`src/rtl/givens_rotator.sv`:
```
// Single-axis Givens rotation of a signed fixed-point 3-vector, using one shared multiplier
// over four product cycles, then round-half-up, saturate and hold under a valid/ready handshake.
module givens_rotator #(
  parameter int unsigned WIDTH = 16,
  parameter int unsigned FRAC  = 12
) (
  input  logic             clk,
  input  logic             rst,
  input  logic             in_valid,
  output logic             in_ready,
  input  logic [1:0]       axis,
  input  logic [WIDTH-1:0] cos_in,
  input  logic [WIDTH-1:0] sin_in,
  input  logic [WIDTH-1:0] vx,
  input  logic [WIDTH-1:0] vy,
  input  logic [WIDTH-1:0] vz,
  output logic             out_valid,
  input  logic             out_ready,
  output logic [WIDTH-1:0] rx,
  output logic [WIDTH-1:0] ry,
  output logic [WIDTH-1:0] rz,
  output logic             out_sat
);

  localparam int unsigned AccW = 2 * WIDTH + 1;
  localparam logic signed [AccW-1:0] RndHalf = AccW'(1) <<< (FRAC - 1);

  typedef enum logic [2:0] {StIdle, StM0, StM1, StM2, StM3, StRnd, StOut} state_e;

  state_e r_state, w_state_next;

  logic [1:0]              r_axis;
  logic signed [WIDTH-1:0] r_c, r_s, r_vx, r_vy, r_vz;
  logic signed [AccW-1:0]  r_acc_a, r_acc_b;
  logic [WIDTH-1:0]        r_rx, r_ry, r_rz;
  logic                    r_sat;

  logic signed [WIDTH-1:0] w_a, w_b, w_op_x, w_op_y;
  logic signed [AccW-1:0]  w_prod;
  logic [WIDTH:0]          w_res_a, w_res_b;
  logic                    w_accept;

  // Returns {saturated, value}; in range iff all bits above the result MSB equal the sign.
  function automatic logic [WIDTH:0] round_sat(input logic signed [AccW-1:0] acc);
    logic signed [AccW-1:0] sh;
    sh = (acc + RndHalf) >>> FRAC;
    if (sh[AccW-1:WIDTH-1] == '0 || sh[AccW-1:WIDTH-1] == '1) begin
      round_sat = {1'b0, sh[WIDTH-1:0]};
    end else begin
      round_sat = {1'b1, sh[AccW-1], {(WIDTH-1){~sh[AccW-1]}}};
    end
  endfunction

  assign in_ready  = (r_state == StIdle);
  assign out_valid = (r_state == StOut);
  assign w_accept  = in_valid && in_ready;
  assign rx        = r_rx;
  assign ry        = r_ry;
  assign rz        = r_rz;
  assign out_sat   = r_sat;

  always_comb begin
    w_a = r_vx;
    w_b = r_vy;
    case (r_axis)
      2'd0:    begin w_a = r_vy; w_b = r_vz; end
      2'd1:    begin w_a = r_vz; w_b = r_vx; end
      default: begin w_a = r_vx; w_b = r_vy; end
    endcase
  end

  always_comb begin
    w_op_x = r_c;
    w_op_y = w_a;
    case (r_state)
      StM1:    begin w_op_x = r_s; w_op_y = w_b; end
      StM2:    begin w_op_x = r_s; w_op_y = w_a; end
      StM3:    begin w_op_x = r_c; w_op_y = w_b; end
      default: begin w_op_x = r_c; w_op_y = w_a; end
    endcase
  end

  assign w_prod  = AccW'(w_op_x) * AccW'(w_op_y);
  assign w_res_a = round_sat(r_acc_a);
  assign w_res_b = round_sat(r_acc_b);

  always_comb begin
    w_state_next = r_state;
    case (r_state)
      StIdle:  if (in_valid) w_state_next = (axis == 2'd3) ? StRnd : StM0;
      StM0:    w_state_next = StM1;
      StM1:    w_state_next = StM2;
      StM2:    w_state_next = StM3;
      StM3:    w_state_next = StRnd;
      StRnd:   w_state_next = StOut;
      StOut:   if (out_ready) w_state_next = StIdle;
      default: w_state_next = StIdle;
    endcase
  end

  always_ff @(posedge clk) begin
    if (rst) begin
      r_state <= StIdle;
      r_axis  <= '0;
      r_c     <= '0;
      r_s     <= '0;
      r_vx    <= '0;
      r_vy    <= '0;
      r_vz    <= '0;
      r_acc_a <= '0;
      r_acc_b <= '0;
      r_rx    <= '0;
      r_ry    <= '0;
      r_rz    <= '0;
      r_sat   <= 1'b0;
    end else begin
      r_state <= w_state_next;
      if (w_accept) begin
        r_axis <= axis;
        r_c    <= cos_in;
        r_s    <= sin_in;
        r_vx   <= vx;
        r_vy   <= vy;
        r_vz   <= vz;
      end
      case (r_state)
        StM0: r_acc_a <= w_prod;
        StM1: r_acc_a <= r_acc_a - w_prod;
        StM2: r_acc_b <= w_prod;
        StM3: r_acc_b <= r_acc_b + w_prod;
        StRnd: begin
          // a' and b' go back into the slots their operands came from.
          case (r_axis)
            2'd0: begin
              r_rx <= r_vx; r_ry <= w_res_a[WIDTH-1:0]; r_rz <= w_res_b[WIDTH-1:0];
            end
            2'd1: begin
              r_rx <= w_res_b[WIDTH-1:0]; r_ry <= r_vy; r_rz <= w_res_a[WIDTH-1:0];
            end
            2'd2: begin
              r_rx <= w_res_a[WIDTH-1:0]; r_ry <= w_res_b[WIDTH-1:0]; r_rz <= r_vz;
            end
            default: begin
              r_rx <= r_vx; r_ry <= r_vy; r_rz <= r_vz;
            end
          endcase
          r_sat <= (r_axis != 2'd3) && (w_res_a[WIDTH] || w_res_b[WIDTH]);
        end
        default: ;
      endcase
    end
  end

endmodule
```
`config.mk`:
```
export PLATFORM = sky130hd
export DESIGN_NAME = givens_rotator
export DESIGN_NICKNAME = d
export VERILOG_FILES = /design/src/rtl/givens_rotator.sv
export SDC_FILE = /design/constraint.sdc
export NUM_CORES = 1
export LEC_CHECK = 0
export CORE_AREA = 2 2 188 190
export DETAILED_ROUTE_END_ITERATION = 8
export DIE_AREA = 0 0 190 192
export GPL_TIMING_DRIVEN = 0
export PLACE_DENSITY = 0.87
export RECOVER_POWER = 25
export REMOVE_ABC_BUFFERS = 1
export SETUP_SLACK_MARGIN = 0.2
export SYNTH_ARGS = -nofsm -noshare
export SYNTH_HDL_FRONTEND = slang
export SYNTH_SLANG_ARGS = --single-unit
```
`constraint.sdc`:
```
create_clock -name clk -period 22.3 [get_ports clk]
set_input_delay 2.23 -clock clk [delete_from_list [all_inputs] [get_ports clk]]
set_output_delay 2.23 -clock clk [all_outputs]
set_load 0.1 [all_outputs]
```
==> Implementation_results.wiki, run 1 <==
{| class="wikitable"
! Metric !! Value
|-
| Worst EP required || 22,480 ps
|-
| Maximum ir drop on the vdd rail || 0.08652 mV
|-
| Post-Synthesis Cells || 2,823
|-
| Prevailing post-synth register cell || sky130_fd_sc_hd__dfxtp_1
|-
| Sum of routed wire length over all layers || 67,370 µm
|-
| Worst hold path type || register to register
|-
| Number of enable-type register cells in the synthesized netlist || 0
|-
| Worst Path Class, Setup || register to register
|-
| Reg2reg start || r_state[1]$_SDFFE_PP0P_
|-
| Period utilization || 56.94%
|-
| Top cell by count, worst path || sky130_fd_sc_hd__fa_1
|-
| Failing checks || max-capacitance violations, max-slew violations
|-
| Summed negative setup slack over all endpoints || 0 ps
|-
| Global routing usage summed across all routing layers || 37.38%
|-
| Sink count of the clock tree || 200
|-
| Total number of vias || 21,148
|-
| Clock Latency Late Sink || 480 ps
|-
| Inserted Clock Buffers || 17
|-
| Netlist area before placement || 22,790 µm²
|-
| Total of buffers placed on input and output ports || 136
|-
| Final number of setup-violating endpoints || 0
|-
| Critical path startpoint category || register
|-
| CP max FO || 32
|-
| Static Leak || 11.18 nW
|-
| CP endpoint kind || register
|-
| Flop and latch count out of synthesis || 200
|-
| Number of nets in the layout || 3,363
|-
| Final instance count without filler cells || 3,335
|-
| Filler cell count in the final layout || 2,576
|-
| Hold bufs inserted after CTS || 0
|-
| Worst-case headroom to the max-slew limit || -278.4%
|-
| Most common library cell in the layout ignoring fill and taps || sky130_fd_sc_hd__nand2_1
|-
| Max Clock Freq || 0.07876 GHz
|-
| Number of H-tree branching levels || 4
|-
| Register clock-pin slew on the reported worst setup and hold paths || 80 ps
|-
| Buffer type at the clock tree root || sky130_fd_sc_hd__clkbuf_16
|-
| Beginning of the worst hold path || r_s[9]$_SDFFE_PP0P_
|-
| Number of remaining DRC errors || 0
|-
| End of the worst register-to-register path || r_acc_a[31]$_SDFFE_PP0P_
|-
| FF-to-FF setup slack || 9600 ps
|-
| Fin. max-slew vios || 211
|-
| Initial DRC count || 2,348
|-
| Worst hold stages || 2
|-
| Signed area change from the synthesized netlist to the final layout || 9.784%
|-
| Min Clock Period, post-route || 12,700 ps
|-
| Synth unique cells || 86
|-
| Max Buffers Root-to-Sink || 2
|-
| Result of the run || complete, but fails checks
|-
| Unrepaired setup endpoints after global routing || no
|-
| Part of the Yosys area used for sequential elements || 17.57%
|-
| Transition time at the pin with the least slew margin || 5676 ps
|-
| Share of final-layout standard cells stronger than drive strength 1 || 4.204%
|-
| Antenna Violating Nets Remaining || 0
|-
| TritonCTS clock tree || built
|-
| GP Congestion || 0.9560
|-
| Count of cells along the worst register-to-register path || 36
|-
| Via count of the first global-routing pass || 20,702
|-
| Post-synthesis average cell area || 8.072 µm²
|-
| Number of max-capacitance violations reported || 2
|-
| WL per Instance || 20.20 µm
|-
| Buffers inserted during post-CTS setup optimization || 0
|-
| Initial DRT Pass Iterations || 9
|-
| Critical path's largest stage delay || 1040 ps
|-
| Post-CTS Resized || 0
|-
| Via density per instance || 6.341
|-
| Number of core rows || 68
|-
| Number of cells after detailed placement || 3,301
|-
| Count of final hold-check violations || 0
|-
| Critical Path Slowest Stage Cell || sky130_fd_sc_hd__and2_1
|-
| Ys Warns || 0
|-
| Maximum number of pins on one net before global-route repair || 136
|-
| Chip Width || 190 µm
|-
| Worst hold slack after final layout || 474.5 ps
|-
| Most frequent cells in the layout || 380 x sky130_fd_sc_hd__nand2_1, 351 x sky130_fd_sc_hd__inv_1, 341 x sky130_fd_sc_hd__nor2_1
|-
| Data arrival at the endpoint of the critical path || 12,880 ps
|-
| P per Cell Area || 84.76 nW/µm²
|-
| Initial antenna violation count || 1
|-
| Largest clock skew in the final design || 16.82 ps
|-
| Count of pins on the block boundary || 137
|-
| Total half-perimeter wirelength after legalization and detailed placement || 51,330 µm
|-
| Die Outline Area || 36,480 µm²
|-
| End point of the worst hold path || r_s[9]$_SDFFE_PP0P_
|-
| DIE HEIGHT || 192 µm
|-
| First-pass GRT wire length || 107,100 µm
|-
| Initial core utilization || 66.46%
|-
| Fraction of synthesis flops using an asynchronous set or reset pin || 0%
|-
| Overall overflow remaining after global route || 0
|-
| Standard cell core area || 34,290 µm²
|}
-- critical path: cells and delay by family, from the launching register on --
kind | cells | cell delay (ps)
buffers and inverters | 5 | 630
AO/OA/AOI/OAI | 13 | 4070
flip-flops | 1 | 430
XOR/XNOR | 2 | 580
AND/OR/NAND/NOR | 6 | 1960
adder cells (fa/ha/maj) | 9 | 4150
multiplexers | 1 | 550
-- per-layer routing --
metal	track usage, %	share of wire [%]
met1	48.92	39
met2	59.15	45
met5	0	0.018
met3	7.985	11
met4	18.25	5.1
-- final cells by class --
| type | instances | area, µm² | area share, % |
|---|---|---|---|
| multi-input cells | 2136 | 16980 | 67.86 |
| inverters | 353 | 1325 | 5.296 |
| clock buffers | 17 | 425.4 | 1.700 |
| clock inverters | 14 | 177.7 | 0.7102 |
| repair buffers | 158 | 1535 | 6.137 |
| diodes | 2 | 5.005 | 0.02001 |
| flip-flops and latches | 200 | 4004 | 16.00 |
| well taps | 455 | 569.3 | 2.276 |
-- synthesized netlist by cell type (5+ instances only) --
| cell type | instances | share of area, % |
|---|---|---|
| sky130_fd_sc_hd__a2111oi_0 | 23 | 0.88 |
| sky130_fd_sc_hd__a211oi_1 | 39 | 1.3 |
| sky130_fd_sc_hd__a21o_1 | 39 | 1.3 |
| sky130_fd_sc_hd__a21oi_1 | 246 | 5.4 |
| sky130_fd_sc_hd__a221o_1 | 32 | 1.4 |
| sky130_fd_sc_hd__a221oi_1 | 14 | 0.54 |
| sky130_fd_sc_hd__a222oi_1 | 6 | 0.26 |
| sky130_fd_sc_hd__a22oi_1 | 33 | 1.1 |
| sky130_fd_sc_hd__a311oi_1 | 6 | 0.23 |
| sky130_fd_sc_hd__a31oi_1 | 11 | 0.30 |
| sky130_fd_sc_hd__and2_1 | 23 | 0.63 |
| sky130_fd_sc_hd__and3_1 | 18 | 0.49 |
| sky130_fd_sc_hd__clkbuf_1 | 126 | 2.1 |
| sky130_fd_sc_hd__dfxtp_1 | 200 | 18 |
| sky130_fd_sc_hd__fa_1 | 264 | 23 |
| sky130_fd_sc_hd__ha_1 | 147 | 8.1 |
| sky130_fd_sc_hd__inv_1 | 351 | 5.8 |
| sky130_fd_sc_hd__mux2_2 | 18 | 0.89 |
| sky130_fd_sc_hd__mux2i_1 | 34 | 1.5 |
| sky130_fd_sc_hd__nand2_1 | 382 | 6.3 |
| sky130_fd_sc_hd__nand2b_1 | 27 | 0.74 |
| sky130_fd_sc_hd__nand3_1 | 34 | 0.75 |
| sky130_fd_sc_hd__nand3b_1 | 5 | 0.16 |
| sky130_fd_sc_hd__nand4_1 | 9 | 0.25 |
| sky130_fd_sc_hd__nor2_1 | 343 | 5.6 |
| sky130_fd_sc_hd__nor2b_1 | 19 | 0.52 |
| sky130_fd_sc_hd__nor3_1 | 62 | 1.4 |
| sky130_fd_sc_hd__nor4_1 | 6 | 0.16 |
| sky130_fd_sc_hd__o211ai_1 | 9 | 0.30 |
| sky130_fd_sc_hd__o21a_1 | 14 | 0.46 |
| sky130_fd_sc_hd__o21ai_0 | 37 | 0.81 |
| sky130_fd_sc_hd__o21ai_1 | 5 | 0.11 |
| sky130_fd_sc_hd__o21bai_1 | 16 | 0.53 |
| sky130_fd_sc_hd__o22ai_1 | 7 | 0.19 |
| sky130_fd_sc_hd__o31ai_1 | 7 | 0.23 |
| sky130_fd_sc_hd__or2_2 | 6 | 0.16 |
| sky130_fd_sc_hd__or3_1 | 12 | 0.33 |
| sky130_fd_sc_hd__xnor2_1 | 68 | 2.6 |
| sky130_fd_sc_hd__xor2_1 | 47 | 1.8 |
-- worst max path at each step --
| stage | endpoint | start | slack, ps | cells after the start |
|---|---|---|---|---|
| 6_report | r_acc_a[31]$_SDFFE_PP0P_ | r_state[1]$_SDFFE_PP0P_ | 9600 | 36 |
| 5_1_grt | r_acc_a[31]$_SDFFE_PP0P_ | r_state[1]$_SDFFE_PP0P_ | 9110 | 37 |
| 4_1_cts | r_acc_a[31]$_SDFFE_PP0P_ | r_axis[0]$_SDFFE_PP0P_ | 9850 | 36 |
| 3_5_place_dp | r_acc_a[31]$_SDFFE_PP0P_ | r_axis[0]$_SDFFE_PP0P_ | 10020 | 36 |
| 3_3_place_gp | r_acc_a[31]$_SDFFE_PP0P_ | r_state[1]$_SDFFE_PP0P_ | 6690 | 35 |
| 2_1_floorplan | r_acc_a[31]$_SDFFE_PP0P_ | r_state[2]$_SDFFE_PP0P_ | 10660 | 35 |
-- kinds of logic (layout without fill, tap and decap cells) --
family | Yosys count | in the layout | synth area share [%]
xor gates and xnor gates | 118 | 118 | 4.683
other | 0 | 2 | 0
DFF | 200 | 200 | 17.57
and+or+nand+nor | 959 | 959 | 18.07
buffers and inverters | 487 | 542 | 8.115
muxes | 54 | 54 | 2.482
AOI/OAI and AO/OA | 590 | 590 | 17.63
adders and majority gates | 415 | 415 | 31.44
-- through the flow --
stage	worst slack (ps)	total power [W]	instance area [µm²]	utilization [%]
global placement	6694	0.001690	24190	70.56
detailed placement	10020	0.001748	24430	71.25
global route	9108	0.002254	25010	72.95
CTS	9848	0.002083	25030	73.01
finish	9603	0.002121	25020	72.96
floorplan	10660	0.001406	22260	-
-- state kept, by name, indices dropped and copies added (netlist names) --
register	flops
r_c	16
out_sat	1
r_vx	16
r_acc_a	33
r_vy	16
rx	16
r_state	3
r_vz	16
ry	16
rz	16
r_s	16
r_axis	2
r_acc_b	33
-- power breakdown --
group	total (W)	internal (W)	switching, W	leakage [nW]
combinational	0.00134	0.000496	0.000848	9.26
sequential	0.000444	0.000393	0.0000515	1.63
clock	0.000332	0.000161	0.000172	0.289
total	0.00212	0.00105	0.00107	11.2
No activity file was read; power rests on OpenSTA's default activity.
==> run 2: changes to the inputs <==
Settings changed: CORE_AREA 2 2 188 190 to 2 2 195 197, DIE_AREA 0 0 190 192 to 0 0 197 199, PLACE_DENSITY 0.87 to 0.82.
Clock period 22.3 ns to 12 ns, I/O delays scaled along.
==> run 2 against run 1 <==
  * The run still ends with max-capacitance violations, max-slew violations left
  * Final cell count rose by 0.66%
  * Via count down 1.6%
  * Cell area up 0.70%
  * Flip-flop and latch count unchanged
  * Register-to-register slack got worse by 8900 ps
  * Count of clock-buffer cells in the layout unchanged
  * First-iteration DRC count is 10% lower
  * Combinational power grew 85%
  * Critical endpoint unchanged
  * Largest cell class unchanged
  * Largest power group unchanged
  * Highest routed layer unchanged
==> Implementation_results.wiki, run 2 (same netlist as run 1, synthesis figures left out) <==
{| class="wikitable"
! Metric !! Value
|-
| Cell internal pwr || 0.001964 W
|-
| Worst-case headroom to the max-slew limit || -140.1%
|-
| Combinational share of power || 62.9%
|-
| Sink count of the clock tree || 200
|-
| Register clock-pin slew on the reported worst setup and hold paths || 90 ps
|-
| Initial antenna violation count || 1
|-
| Fin. max-slew vios || 81
|-
| Via density per instance || 6.198
|-
| Switching power || 0.001986 W
|-
| Overall power after layout || 0.003950 W
|-
| Total half-perimeter wirelength after legalization and detailed placement || 51,600 µm
|-
| Result of the run || complete, but fails checks
|-
| Design area || 25,190 µm²
|-
| Number of H-tree branching levels || 4
|-
| Maximum number of pins on one net before global-route repair || 129
|-
| Data arrival at the endpoint of the critical path || 11,670 ps
|-
| Overall overflow remaining after global route || 0
|-
| Final instance count without filler cells || 3,357
|-
| Worst hold path type || register to register
|-
| Largest clock skew in the final design || 22.30 ps
|-
| WL per Instance || 19.93 µm
|-
| Filler cell count in the final layout || 2,970
|-
| Share of power burned in the clock network || 16.2%
|-
| Critical path's largest stage delay || 590 ps
|-
| Global routing usage summed across all routing layers || 34.42%
|-
| Sum of routed wire length over all layers || 66,900 µm
|-
| Static Leak || 11.23 nW
|-
| Min Clock Period, post-route || 11,290 ps
|-
| Most frequent cells in the layout || 379 x sky130_fd_sc_hd__nand2_1, 351 x sky130_fd_sc_hd__inv_1, 340 x sky130_fd_sc_hd__nor2_1
|-
| DIE HEIGHT || 199 µm
|-
| Worst EP required || 12,390 ps
|-
| Number of cells after detailed placement || 3,323
|-
| Initial DRC count || 2,107
|-
| CP max FO || 36
|-
| CP endpoint kind || register
|-
| Initial core utilization || 61.37%
|-
| Buffer type at the clock tree root || sky130_fd_sc_hd__clkbuf_16
|-
| Most common library cell in the layout ignoring fill and taps || sky130_fd_sc_hd__nand2_1
|-
| Via count of the first global-routing pass || 20,123
|-
| Max Clock Freq || 0.08860 GHz
|-
| TritonCTS clock tree || built
|-
| Number of remaining DRC errors || 0
|-
| Signed area change from the synthesized netlist to the final layout || 10.55%
|-
| Cell area after placement || 24,480 µm²
|-
| Number of core rows || 71
|-
| First-pass GRT wire length || 105,800 µm
|-
| Number of nets in the layout || 3,367
|-
| Seq pwr share || 20.9%
|-
| Final number of setup-violating endpoints || 0
|-
| Count of pins on the block boundary || 137
|-
| Period utilization || 94.05%
|-
| Chip Width || 197 µm
|-
| Initial DRT Pass Iterations || 6
|-
| Switching power share of the total || 50.28%
|-
| Total of buffers placed on input and output ports || 136
|-
| Standard cell core area || 37,130 µm²
|-
| Number of max-capacitance violations reported || 1
|-
| P per Cell Area || 156.8 nW/µm²
|-
| Transition time at the pin with the least slew margin || 3601 ps
|-
| Antenna Violating Nets Remaining || 0
|-
| Critical path startpoint category || register
|-
| Critical Path Slowest Stage Cell || sky130_fd_sc_hd__nand2_1
|-
| Die Outline Area || 39,200 µm²
|-
| Clock Latency Late Sink || 490 ps
|-
| Count of final hold-check violations || 0
|-
| Total number of vias || 20,807
|-
| Share of final-layout standard cells stronger than drive strength 1 || 4.752%
|-
| GP Congestion || 0.9467
|-
| Failing checks || max-capacitance violations, max-slew violations
|-
| Worst Path Class, Setup || register to register
|-
| Biggest regs || r_acc_a: 33 flops, r_acc_b: 33 flops
|-
| Unrepaired setup endpoints after global routing || no
|-
| Maximum ir drop on the vdd rail || 0.1123 mV
|-
| Max Buffers Root-to-Sink || 2
|-
| Ant. Diodes || 0
|-
| Inserted Clock Buffers || 17
|}
## run 2: worst paths after layout
path              cells after the start              startpoint                  endpoint  slack [ps]
setup / recovery                     37  r_axis[0]$_SDFFE_PP0P_  r_acc_a[31]$_SDFFE_PP0P_         710
hold / removal                        2    r_s[13]$_SDFFE_PP0P_      r_s[13]$_SDFFE_PP0P_         470
setup reg to reg                     37  r_axis[0]$_SDFFE_PP0P_  r_acc_a[31]$_SDFFE_PP0P_         710
hold reg to reg                       2    r_s[13]$_SDFFE_PP0P_      r_s[13]$_SDFFE_PP0P_         470
## run 2: area by class of cell
type	instances	area, µm²	share of cell area (%)
multi-input cells	2136	17030	67.60
inverters	353	1325	5.259
well taps	474	593.1	2.354
clock buffers	17	425.4	1.689
clock inverters	15	216.5	0.8592
repair buffers	162	1595	6.332
flip-flops and latches	200	4006	15.90
## run 2: metal layers
metal	vias to the layer above	part of all wire [%]	wire length, µm	GRT usage [%]
met3	180	10	6667	7.172
li1	9458	-	-	-
met2	1070	46	30590	54.78
met1	10097	41	27140	46.45
met4	2	3.7	2497	12.87
met5	-	0.013	9	0
## run 2: power by group through the flow
stage | clock network (W) | registers (W) | logic [W]
global route | 0.000663 | 0.000834 | 0.00271
finish | 0.000639 | 0.000827 | 0.00248
global placement | 0 | 0.000831 | 0.00231
detailed placement | 0 | 0.000836 | 0.00240
floorplan | 0 | 0.000834 | 0.00178
CTS | 0.000636 | 0.000821 | 0.00243
## run 2: through the flow
| step | hold WS (ps) | utilization, % | setup TNS, ps | setup slack (ps) |
|---|---|---|---|---|
| 6_report | 471.2 | 67.84 | 0 | 713.8 |
| 5_1_grt | 495.4 | 67.84 | 0 | 213.3 |
| 4_1_cts | 470.4 | 67.70 | 0 | 248.9 |
| 3_5_place_dp | 459.0 | 65.93 | -2231 | -494.7 |
| 3_3_place_gp | 443.9 | 65.22 | -96710 | -3468 |
| 2_1_floorplan | 429.6 | - | 0 | 357.8 |
## run 2: repair_timing
item / in CTS / in global routing
setup buffers: 1 / 1
gates resized for setup: 4 / 10
hold buffers: 0 / 0
endpoints found under the setup margin: 14 / 8
pin swaps: 1 / 1
## run 2: critical path: cells and delay by family, from the launching register on
kind	cells	cell delay, ps
compound gates	13	3520
xor+xnor	2	410
fa+ha+maj	10	4180
buf+inv	6	520
flops	1	450
mux	1	560
simple gates	5	1540
==> edit 1: new RTL, flow settings as in run 1 <==
Change the parameter `WIDTH` from 16 to 8.
--- a/src/rtl/givens_rotator.sv
+++ b/src/rtl/givens_rotator.sv
@@ -1,7 +1,7 @@
 // Single-axis Givens rotation of a signed fixed-point 3-vector, using one shared multiplier
 // over four product cycles, then round-half-up, saturate and hold under a valid/ready handshake.
 module givens_rotator #(
-  parameter int unsigned WIDTH = 16,
+  parameter int unsigned WIDTH = 8,
   parameter int unsigned FRAC  = 12
 ) (
   input  logic             clk,
Interface: changed (8 resized); port bits go from 137 to 73. No check against the original RTL was run, so the function may have changed too.
==> edit 1 against run 1 <==
- the run still ends with max-capacitance violations, max-slew violations left
- sequential power shrank 51%
- synthesized area fell by 63%
- total power down 66%
- setup slack improved by 1.9 ns
- critical path depth fell by 7
- routed wire length down 66%
- fmax up 18%
- sequential cell count decreased by 97
- final area decreased by 61%
- critical path type unchanged
- largest power group unchanged
==> edit 1: results (changes against run 1) <==
outcome:
  outcome: "complete, but fails checks"  # unchanged
  violations: "max-capacitance violations, max-slew violations"  # unchanged
clock_tree:
  numCtsBuffers: 9  # was 17
  ctsResizeCount: 0  # unchanged
  cts_root_buffer: "clkbuf_16"  # unchanged
  cts-htree-levels: 3  # was 4
  clk_pin_slew_ns: 0.08  # about the same
  insertion_delay_ns: 0.37  # was 0.48 ns
  cts_buffer_depth: 2  # unchanged
  cts_setup_buffers: 0  # unchanged
worst_setup_path:
  cp_slowest_cell: "a222oi_1"  # was and2_1
  crit_arrival_ns: 10.82  # was 12.88 ns
  slowest_delay_ns: 1.26  # was 1.04 ns
  worst-path-max-fanout: 26  # was 32
  rr_worst_depth: 29  # was 36
grt:
  grt_max_degree: 91  # was 136
  gr-usage-met1_pct: 14.8  # was 48.9%
  grt_pass1_wl_um: 37200  # was 107000 µm
  use_met3_pct: 2.63  # was 7.98%
  antenna_found_initial: 1  # unchanged
  grtUsageMet2_pct: 21.7  # was 59.2%
  grt_pass1_vias: 7758  # was 20.7k
  gr-usage-all-layers_pct: 12.5  # was 37.4%
placement:
  io_buffers: 71  # was 136
  place_inst: 1546  # was 3301
  gp_congestion: 0.843  # was 0.956
  hpwlAfterDp_um: 17400  # was 51300 µm
logic_synthesis:
  netlist_top_cells_area: "dfxtp_1, fa_1, ha_1"  # was fa_1, dfxtp_1, ha_1
  avgSynthCellArea_um2: 7.92  # was 8.07 µm²
  ys.flop_type: "dfxtp_1"  # unchanged
  ys_seq_area_share_pct: 24.5  # was 17.6%
  yosys_warnings: 0  # unchanged
  async_flop_share_pct: 0  # unchanged
  ys_top_cells_by_count: "nor2_1, nand2_1, inv_1"  # was nand2_1, inv_1, nor2_1
  ys_types: 56  # was 86
power_and_ir_drop:
  ir_drop_v: 0.0000426  # was 0.0000865 V
  power_leakage_uw: 0.00393  # was 0.0112 µW
drt:
  wirelength_um: 22600  # was 67400 µm
  vias_per_cell: 4.95  # was 6.34
  firstDrtPassIters: 8  # was 9
  drtIter0Drc: 749  # was 2348
job:
  max-cap-violations: 2  # unchanged
timing:
  slew_violations: 134  # was 211
  skew_ns: 0.0106  # was 0.0168 ns
  worst_pin_slew_ns: 3.88  # was 5.68 ns
cells_and_area:
  n_fill_cell: 3464  # was 2576
  top_regs: "r_acc_a x17, r_acc_b x17"  # was r_acc_a x33, r_acc_b x33
  drive_gt1_share_pct: 4.43  # was 4.20%
  nNetsFinal: 1269  # was 3363
  instances_no_fill: 1563  # was 3335
worst_hold_path:
  min_path_type: "flip-flop to flip-flop"  # unchanged
  whs_path_depth: 2  # unchanged
edit 1: changes by cell type in the layout (fill, tap and decap cells not counted), moves of 35 or more:
cell / delta
clkdlybuf4s50_1: -65
xor2_1: -35
dfxtp_1: -97
fa_1: -206
nor3_1: -38
nand2_1: -247
a21oi_1: -154
ha_1: -85
inv_1: -229
nor2_1: -204
edit 1: report_power, final:
part | leakage [µW] | switching [µW] | internal [µW]
Combinational | 0.00293 | 204 | 129
Sequential | 0.000839 | 16.3 | 200
Clock | 0.000160 | 77.4 | 100
Total | 0.00393 | 297 | 428
edit 1: area by class of cell:
| class | instances | area share [%] |
|---|---|---|
| Multi-Input combinational cell | 793 | 58.0 |
| Inverter | 122 | 4.64 |
| Clock buffer | 9 | 2.28 |
| Tap cell | 455 | 5.76 |
| Sequential cell | 103 | 20.9 |
| Clock inverter | 6 | 1.04 |
| Antenna cell | 1 | 0.0253 |
| Timing Repair Buffer | 74 | 7.37 |
edit 1: logic make-up (layout without fill, tap and decap cells):
| group | after synthesis | after routing | share of synthesized area, % |
|---|---|---|---|
| compound gates | 237 | 237 | 18.9 |
| xor+xnor | 46 | 46 | 4.78 |
| fa+ha+maj | 123 | 123 | 23.4 |
| buf+inv | 169 | 211 | 7.66 |
| flops | 103 | 103 | 24.5 |
| mux | 15 | 15 | 1.84 |
| other cells | 1 | 2 | 0.0445 |
| simple gates | 371 | 371 | 19.0 |
edit 1: worst max-delay path: cells and delay by family, from the launching register on:
family                   cells  cell delay, ns
flip-flops                   1            0.42
multiplexers                 1            0.43
adder cells (fa/ha/maj)      6            2.90
AO/OA/AOI/OAI                7            2.70
buffers and inverters        5            0.60
AND/OR/NAND/NOR              9            2.82
XOR/XNOR                     1            0.59
edit 1: metrics by stage:
| step | setup WS, ns | hold WS [ns] | area [µm²] | power (µW) |
|---|---|---|---|---|
| finish | 11.55 | 0.455 | 9880 | 726 |
| global route | 10.90 | 0.475 | 9880 | 769 |
| CTS | 11.69 | 0.456 | 9900 | 721 |
| detailed placement | 11.72 | 0.449 | 9570 | 544 |
| global placement | 11.57 | 0.444 | 9520 | 527 |
| floorplan | 13.35 | 0.430 | 8240 | 462 |
edit 1: worst paths after layout:
path | slack [ns] | start | endpoint
worst max register to register | 11.55 | r_state[2] | r_acc_b[16]
worst max-delay path | 11.55 | r_state[2] | r_acc_b[16]
worst min register to register | 0.46 | r_s[6] | r_s[6]
worst min-delay path | 0.46 | r_s[6] | r_s[6]
edit 1: routing by layer:
metal,vias to the layer above,routed length (µm)
li1,3671,-
met1,3717,9020
met2,285,11300
met3,60,1640
met4,0,661
met5,-,0
==> edit 2: new RTL, settings of run 1 <==
Without the edit above. Re-encode `state_e` (7 states) as Gray code, 3 bits wide.
--- a/src/rtl/givens_rotator.sv
+++ b/src/rtl/givens_rotator.sv
@@ -25,7 +25,7 @@
   localparam int unsigned AccW = 2 * WIDTH + 1;
   localparam logic signed [AccW-1:0] RndHalf = AccW'(1) <<< (FRAC - 1);
 
-  typedef enum logic [2:0] {StIdle, StM0, StM1, StM2, StM3, StRnd, StOut} state_e;
+  typedef enum logic [2:0] {StIdle = 3'b000, StM0 = 3'b001, StM1 = 3'b011, StM2 = 3'b010, StM3 = 3'b110, StRnd = 3'b111, StOut = 3'b101} state_e;
 
   state_e r_state, w_state_next;
 
Behaviour: no difference found for any inputs over 4 cycles, from zero or initial values and one cycle with rst high; so few cycles prove little.
==> edit 2 against run 1 <==
- the run still ends with max-capacitance violations, max-slew violations left
- routed wire length grew 5.3%
- total power up 63%
- count of clock-buffer cells in the layout grew 3
- final cell count up 1.7%
- final area rose by 1.4%
- sequential cell count unchanged
- setup slack worse by 0.39 ns
- synthesized area rose by 1.1%
- largest cell class unchanged
- largest power group unchanged
==> edit 2: results (changes against run 1) <==
grt:
  antenna_found_initial: 0  # was 1
  gr-usage-all-layers_pct: 39.8  # was 37.4%
  grt_max_degree: 105  # was 136
  grt_pass1_vias: 21575  # was 20.7k
  grt_pass1_wl_um: 113000  # was 107000 µm
worst_setup_path:
  crit_arrival_ns: 13.45  # was 12.88 ns
  path_delay_family: "adder cells"  # unchanged
  cp_slowest_cell: "a222oi_1"  # was and2_1
  worstReg2RegStart: "r_axis[0]"  # was r_state[1]
  worst-path-max-fanout: 36  # was 32
  rr_worst_depth: 41  # was 36
  slowest_delay_ns: 0.88  # was 1.04 ns
  r2r_setup_slack_ns: 9.21  # was 9.60 ns
timing:
  skew_ns: 0.0161  # was 0.0168 ns
  worst_pin_slew_ns: 4.54  # was 5.68 ns
  slew_violations: 83  # was 211
  setup_tns_ns: 0  # unchanged
cells_and_area:
  antenna_cells: 0  # was 2
  drive_gt1_share_pct: 3.81  # was 4.20%
  top_regs: "r_acc_a x33, r_acc_b x33"  # unchanged
  n_fill_cell: 2627  # was 2576
  finalCoreUtilization_pct: 74.0  # was 73.0%
  nNetsFinal: 3424  # was 3363
logic_synthesis:
  netlist_top_cells_area: "fa_1, dfxtp_1, ha_1"  # unchanged
  ys_top_cells_by_count: "nand2_1, inv_1, nor2_1"  # unchanged
  avgSynthCellArea_um2: 7.97  # was 8.07 µm²
  ys_seq_area_share_pct: 17.4  # was 17.6%
  ys.flop_type: "dfxtp_1"  # unchanged
  yosys_warnings: 0  # unchanged
drt:
  wirelength_um: 70900  # was 67400 µm
  routedWlPerCell_um: 20.9  # was 20.2 µm
  drtIter0Drc: 2341  # was 2348
  firstDrtPassIters: 6  # was 9
  vias_per_cell: 6.45  # was 6.34
power_and_ir_drop:
  power_leakage_uw: 0.0111  # was 0.0112 µW
  ir_drop_v: 0.000166  # was 0.0000865 V
placement:
  hpwlAfterDp_um: 54100  # was 51300 µm
  place_inst: 3360  # was 3301
  gp_congestion: 0.966  # was 0.956
worst_hold_path:
  worstHoldStart: "r_acc_b[10]"  # was r_s[9]
  hold_end: "r_acc_b[10]"  # was r_s[9]
  min_path_type: "flip-flop to flip-flop"  # unchanged
outcome:
  outcome: "complete, but fails checks"  # unchanged
  violations: "max-capacitance violations, max-slew violations"  # unchanged
clock_tree:
  cts-htree-levels: 4  # unchanged
  cts_setup_buffers: 0  # unchanged
  cts_root_buffer: "clkbuf_16"  # unchanged
  insertion_delay_ns: 0.48  # about the same
  ctsResizeCount: 0  # unchanged
job:
  max-cap-violations: 1  # was 2
edit 2: worst max path at each step:
stage,startpoint,to,cells after the start
6_report,r_axis[0],r_acc_a[31],41
4_1_cts,r_axis[0],r_acc_a[31],41
2_1_floorplan,r_state[2],r_acc_a[29],37
5_1_grt,r_axis[1],r_acc_a[31],42
3_3_place_gp,r_state[2],r_acc_a[29],37
3_5_place_dp,r_axis[0],r_acc_a[31],41
edit 2: report_power, final:
part           leakage, µW  internal [µW]  switching (µW)
Clock             0.000272            153             167
Sequential         0.00163            428            97.7
Combinational      0.00916            954            1660
edit 2: layout make-up:
type | instances | share of cell area (%)
sequential | 200 | 15.8
inverter | 352 | 5.21
timing repair buffer | 162 | 6.66
multi-input combinational | 2191 | 67.9
tap | 455 | 2.24
clock inverter | 11 | 0.429
clock buffer | 20 | 1.80
edit 2: kinds of logic after synthesis:
family                   synth area share (%)
AO/OA/AOI/OAI                            18.3
XOR/XNOR                                 4.22
adder cells (fa/ha/maj)                  31.2
buffers and inverters                    8.15
flip-flops                               17.4
multiplexers                             2.59
AND/OR/NAND/NOR                          18.1
edit 2: layer usage:
metal  vias up  share of wire (%)  GRT usage (%)
met2      1382                 46           64.0
met4         0                5.4           20.8
li1       9718                  -              -
met3       289                 11           8.50
met5         -                  0              0
met1     10493                 38           50.8
edit 2: tightest hold or removal path: cells and delay by family (launching register included):
kind	cells	cell delay [ns]
AOI/OAI and AO/OA	1	0.05
and+or+nand+nor	1	0.05
DFF	1	0.32
edit 2: stage by stage:
stage	area, µm²	setup slack, ns	total power [µW]	hold WS [ns]
global placement	24400	5.29	2930	0.442
detailed placement	24800	9.53	3040	0.449
global route	25400	8.59	3700	0.481
finish	25400	9.21	3460	0.458
floorplan	22500	9.55	2350	0.430
CTS	25400	9.49	3380	0.461
